**config.mk**
```make
export PLATFORM = sky130hd
export DESIGN_NAME = tlul_socket_m1_rr
export DESIGN_NICKNAME = d
export VERILOG_FILES = /design/src/rtl/tlul_socket_m1_rr.sv
export SDC_FILE = /design/constraint.sdc
export NUM_CORES = 1
export LEC_CHECK = 0
export ABC_CLOCK_PERIOD_IN_PS = 36600
export CAP_MARGIN = 30
export CORE_AREA = 4 4 212 214
export DETAILED_ROUTE_END_ITERATION = 7
export DIE_AREA = 0 0 216 218
export GPL_TIMING_DRIVEN = 0
export PLACE_DENSITY = 0.44
export SETUP_SLACK_MARGIN = 0.5
export SLEW_MARGIN = 20
export SYNTH_ARGS = -nofsm -noshare
export SYNTH_HDL_FRONTEND = slang
export SYNTH_SLANG_ARGS = --single-unit
```
**constraint.sdc**
```tcl
create_clock -name clk_i -period 36.6 [get_ports clk_i]
set_input_delay 9.15 -clock clk_i [delete_from_list [all_inputs] [get_ports clk_i]]
set_output_delay 9.15 -clock clk_i [all_outputs]
set_load 0.005 [all_outputs]
```
**src/rtl/tlul_socket_m1_rr.sv**
```systemverilog
// TL-UL M:1 socket: round-robin merge of M hosts onto one device port through a
// one-entry request slot, with host-index source tagging and response routing.
package tluh_32_pkg;
    localparam int unsigned TL_AIW = 8;
    localparam int unsigned TL_AW  = 32;
    localparam int unsigned TL_DW  = 32;
    localparam int unsigned TL_DBW = 4;
    localparam int unsigned TL_SZW = 2;
    localparam int unsigned TL_DIW = 1;

    typedef struct packed {
        logic              a_valid;
        logic [2:0]        a_opcode;
        logic [2:0]        a_param;
        logic [TL_SZW-1:0] a_size;
        logic [TL_AIW-1:0] a_source;
        logic [TL_AW-1:0]  a_address;
        logic [TL_DBW-1:0] a_mask;
        logic [TL_DW-1:0]  a_data;
        logic              d_ready;
    } tl_h2d_t;

    typedef struct packed {
        logic              d_valid;
        logic [2:0]        d_opcode;
        logic [2:0]        d_param;
        logic [TL_SZW-1:0] d_size;
        logic [TL_AIW-1:0] d_source;
        logic [TL_DIW-1:0] d_sink;
        logic [TL_DW-1:0]  d_data;
        logic              d_error;
        logic              a_ready;
    } tl_d2h_t;
endpackage

module tlul_socket_m1_rr #(
    parameter int unsigned M = 3
) (
    input  logic                  clk_i,
    input  logic                  rst_i,
    input  tluh_32_pkg::tl_h2d_t  tl_h_i [M],
    output tluh_32_pkg::tl_d2h_t  tl_h_o [M],
    output tluh_32_pkg::tl_h2d_t  tl_d_o,
    input  tluh_32_pkg::tl_d2h_t  tl_d_i
);
    localparam int unsigned IDW = $clog2(M);
    localparam int unsigned AIW = tluh_32_pkg::TL_AIW;

    logic                 r_slot_valid;
    logic [IDW-1:0]       r_rr_ptr;
    tluh_32_pkg::tl_h2d_t r_slot;

    logic                 w_slot_free;
    logic                 w_any;
    logic                 w_load;
    logic [IDW-1:0]       w_gnt;
    logic [IDW-1:0]       w_sel;
    logic                 w_sel_ok;
    tluh_32_pkg::tl_h2d_t w_req;

    function automatic logic [IDW-1:0] rr_idx(input logic [IDW-1:0] base, input int unsigned k);
        return IDW'((32'(base) + k) % M);
    endfunction

    // Round-robin pick starting at r_rr_ptr
    always_comb begin
        w_any = 1'b0;
        w_gnt = '0;
        for (int unsigned k = 0; k < M; k++) begin
            if (!w_any && tl_h_i[rr_idx(r_rr_ptr, k)].a_valid) begin
                w_any = 1'b1;
                w_gnt = rr_idx(r_rr_ptr, k);
            end
        end
    end

    assign w_slot_free = !r_slot_valid || tl_d_i.a_ready;
    assign w_load      = !rst_i && w_slot_free && w_any;

    always_comb begin
        w_req          = tl_h_i[w_gnt];
        w_req.a_source = {tl_h_i[w_gnt].a_source[AIW-1-IDW:0], w_gnt};
    end

    // Request slot and arbitration pointer; payload needs no reset
    always_ff @(posedge clk_i) begin
        if (rst_i) begin
            r_slot_valid <= 1'b0;
            r_rr_ptr     <= '0;
        end else if (w_load) begin
            r_slot_valid <= 1'b1;
            r_slot       <= w_req;
            r_rr_ptr     <= rr_idx(w_gnt, 1);
        end else if (tl_d_i.a_ready) begin
            r_slot_valid <= 1'b0;
        end
    end

    assign w_sel    = tl_d_i.d_source[IDW-1:0];
    assign w_sel_ok = (32'(w_sel) < M);

    // Response steering by source tag; untagged-range responses are sunk
    always_comb begin
        tl_d_o         = r_slot;
        tl_d_o.a_valid = r_slot_valid;
        tl_d_o.d_ready = 1'b1;
        for (int unsigned i = 0; i < M; i++) begin
            tl_h_o[i]          = tl_d_i;
            tl_h_o[i].d_source = tl_d_i.d_source >> IDW;
            tl_h_o[i].d_valid  = 1'b0;
            tl_h_o[i].a_ready  = !rst_i && w_slot_free && w_any && (w_gnt == IDW'(i));
            if (w_sel_ok && (w_sel == IDW'(i))) begin
                tl_h_o[i].d_valid = tl_d_i.d_valid && !rst_i;
                tl_d_o.d_ready    = tl_h_i[i].d_ready;
            end
        end
    end
endmodule

```
==> reports/qor.csv, run 1 <==
stage,metric,value,unit
power_and_ir_drop,powerDensity,51.0,nW/um2
logic_synthesis,ys_warn_count,0,
cts,clock-root-buffer,clkbuf_16,
detailed_routing,wl_per_cell,20.1,um
worst_hold_path,min_to,r_slot_valid,
worst_hold_path,hp-class,flop to flop,
power_and_ir_drop,total_power,607,uW
sta,holdWs,0.506,ns
place,place_congestion,0.782,
sta,rsz0062_at_grt,false,
detailed_routing,vias_per_cell,3.53,
setup_path,worst-path-stages,9,
global_routing,grt_use_total,13.7,%
cts,cts_buffers,9,
detailed_routing,wl,33.7,mm
logic_synthesis,synth_edf_count,84,
setup_path,worstSetupPathType,input port to output port,
detailed_routing,drtPass1Iterations,6,
sta,finalCriticalPeriod,20.81,ns
logic_synthesis,synth_area_per_cell,10.2,um2
power_and_ir_drop,peakVddDrop,19.7,uV
die,ioPinCount,554,
logic_synthesis,synth-main-ff-cell,edfxtp_1,
cells_and_area,nNetsFinal,1403,
sta,tns,0,ns
logic_synthesis,ys_ff_latch,87,
global_routing,antenna_found_initial,3,
sta,slew_headroom,54.8,%
detailed_routing,via_count,5927,
worst_hold_path,min-delay-start,r_slot_valid,
setup_path,cp.arrival,11.66,ns
setup_path,r2r_cells,12,
detailed_routing,remaining_drc_errors,0,
sta,clock_skew,0.0145,ns
cts,cts_setup_buffers,0,
setup_path,reg2reg_slack,33.25,ns
sta,finalHoldViolations,0,
sta,slew_violations,0,
die,die_x,216,um
detailed_routing,antenna_left,0,
worst_hold_path,holdPathStages,2,
logic_synthesis,async_reset_ff_share,0,%
power_and_ir_drop,p_leak,4.68,nW
cells_and_area,syn2layout_area_growth,105,%
setup_path,crit_buf_inv,5,
sta,setup_viol_count_final,0,
setup_path,r2r-start,r_rr_ptr[0],
logic_synthesis,syn_inst,566,
setup_path,r2r-end,tl_d_o[37],
cells_and_area,drive_gt1_share,17.9,%
cts,clk_latency,0.39,ns
cts,cts.hold.buffers_added,0,
setup_path,slowest_stage,clkdlybuf4s50_1,
die,rows,76,
setup_path,slowest_delay,0.56,ns
cts,cts_resized,0,
sta,fmaxAchievable,0.0481,GHz
sta,period_share,56.9,%
cts,htreeDepth,3,
die,die_y,218,um
setup_path,critPathMaxFanout,8,
logic_synthesis,yosysUniqueCellTypes,34,
cells_and_area,final_cell_mix,"493 x clkdlybuf4s50_1, 167 x buf_4, 85 x nand2_1",
setup_path,crit_path_end_kind,output port,
sta,tightestPinTransition,0.678,ns
global_routing,overflow,0,
place,portBuffers,493,
status,status,finished clean,
setup_path,worstPathRequired,27.45,ns
job,maxCapViolCount,0,
setup_path,path_cells,clkdlybuf4s50_1 -> inv_1 -> o22ai_1 -> nor3b_1 -> nor3_2 -> buf_4 -> nand3b_1 -> inv_1 -> clkdlybuf4s50_1,
die,initial_core_util,13.5,%
cts,cts_tree,done,
global_routing,first_global_vias,6580,
global_routing,grt_max_degree,16,
cells_and_area,layout_commonest_cell,clkdlybuf4s50_1,
logic_synthesis,yosysSeqAreaShare,44.5,%
setup_path,critPathLaunchType,input port,
cts,clockBufferDepth,2,
place,hpwl,28.8,mm
cts,clk_pin_slew,0.08,ns
setup_path,path_delay_family,buffers and inverters,
cts,clock-sinks,87,
die,core_area,42900,um2
logic_synthesis,netlist_area,5800,um2
detailed_routing,drt_first_iter_violations,170,
global_routing,grt_pass1_wl,46.6,mm
die,dieArea,47100,um2
==> how the worst max path moves through the flow <==
stage / from / to / slack [ns]
2_1_floorplan: tl_h_i[85] / tl_h_o[52] / 11.33
3_3_place_gp: tl_h_i[85] / tl_h_o[52] / 5.75
3_5_place_dp: tl_h_i[171] / tl_h_o[52] / 15.80
4_1_cts: tl_h_i[171] / tl_h_o[52] / 15.79
5_1_grt: tl_h_i[171] / tl_h_o[52] / 15.65
6_report: tl_h_i[85] / tl_h_o[52] / 15.79
==> metal layers <==
metal  vias to the layer above  track usage, %  share of wire (%)
met5                         -               0              0.036
met4                         2            4.12                1.7
met3                        22            6.84                 12
met2                       352            25.3                 52
met1                      2699            13.6                 35
li1                       2852               -                  -
==> metrics by stage <==
stage	instances	utilization, %	setup slack, ns	area [um2]
2_1_floorplan	571	-	11.33	5820
3_3_place_gp	1649	26.8	5.75	11500
3_5_place_dp	1661	27.0	15.80	11600
4_1_cts	1677	27.8	15.79	11900
5_1_grt	1677	27.8	15.65	11900
6_report	1678	27.8	15.79	11900
==> cells by family (layout without fill, tap and decap cells) <==
logic type	Yosys count	in the layout	synth area share [%]
AOI/OAI and AO/OA	95	95	8.85
adders and majority gates	4	4	0.863
other	1	7	0.0647
DFF	87	87	44.5
muxes	87	87	15.3
and+or+nand+nor	108	108	8.03
buffers and inverters	184	705	22.4
==> registers in the layout, summed over array words and instances (netlist names) <==
| register | count |
|---|---|
| tl_d_o | 84 |
| r_rr_ptr | 2 |
| r_slot_valid | 1 |
==> synth_stat cells, drive strengths merged (2+ instances only) <==
| cell | count | area share (%) |
|---|---|---|
| a21oi | 3 | 0.26 |
| buf | 162 | 21 |
| clkbuf | 16 | 1.0 |
| dfxtp | 3 | 1.0 |
| edfxtp | 84 | 43 |
| ha | 4 | 0.86 |
| inv | 6 | 0.39 |
| mux2 | 2 | 0.39 |
| mux2i | 85 | 15 |
| nand2 | 85 | 5.5 |
| nand2b | 4 | 0.43 |
| nand3b | 2 | 0.26 |
| nor2 | 3 | 0.19 |
| nor2b | 5 | 0.54 |
| nor3 | 2 | 0.17 |
| nor4 | 2 | 0.22 |
| nor4bb | 2 | 0.35 |
| o21ai | 84 | 7.3 |
| o22ai | 2 | 0.22 |
| o311ai | 2 | 0.43 |
==> worst reg2reg max path, delay by kind of cell, from the launching register on <==
family                     cells  cell delay, ns
adders and majority gates      1            0.38
DFF                            1            0.35
and+or+nand+nor                3            0.77
AOI/OAI and AO/OA              1            0.35
buffers and inverters          7            1.22
==> power breakdown <==
part	internal (mW)	switching [mW]
sequential	0.163	0.00974
clock	0.0601	0.0482
combinational	0.170	0.156
==> final cells by class <==
type / count / area (um2)
Multi-Input combinational cell: 300 / 1940
Antenna cell: 1 / 2.50
Inverter: 6 / 22.5
Buffer: 178 / 1280
Clock inverter: 7 / 95.1
Tap cell: 585 / 732
Sequential cell: 87 / 2580
Clock buffer: 9 / 225
Timing Repair Buffer: 505 / 5030
Fill cell: 4578 / 31000
Power figures use the tool's default switching activity.
==> inputs of run 2 (changes only) <==
--- a/config.mk
+++ b/config.mk
@@ -5,7 +5,7 @@
 export SDC_FILE = /design/constraint.sdc
 export NUM_CORES = 1
 export LEC_CHECK = 0
-export ABC_CLOCK_PERIOD_IN_PS = 36600
+export ABC_CLOCK_PERIOD_IN_PS = 20800
 export CAP_MARGIN = 30
 export CORE_AREA = 4 4 212 214
 export DETAILED_ROUTE_END_ITERATION = 7
==> constraint.sdc (replaced) <==
create_clock -name clk_i -period 20.8 [get_ports clk_i]
set_input_delay 5.2 -clock clk_i [delete_from_list [all_inputs] [get_ports clk_i]]
set_output_delay 5.2 -clock clk_i [all_outputs]
set_load 0.005 [all_outputs]
==> results of run 2 <==
The final DEF is identical to that of run 1. Status: finished clean.
Among the figures that moved: setup slack after placement 15.80 ns -> 7.90 ns; setup slack after layout 15.79 ns -> 7.89 ns; register-to-register setup slack 33.25 ns -> 17.45 ns; total power 0.607 mW -> 1.07 mW; worst IR drop on VDD 19.7 uV -> 34.7 uV
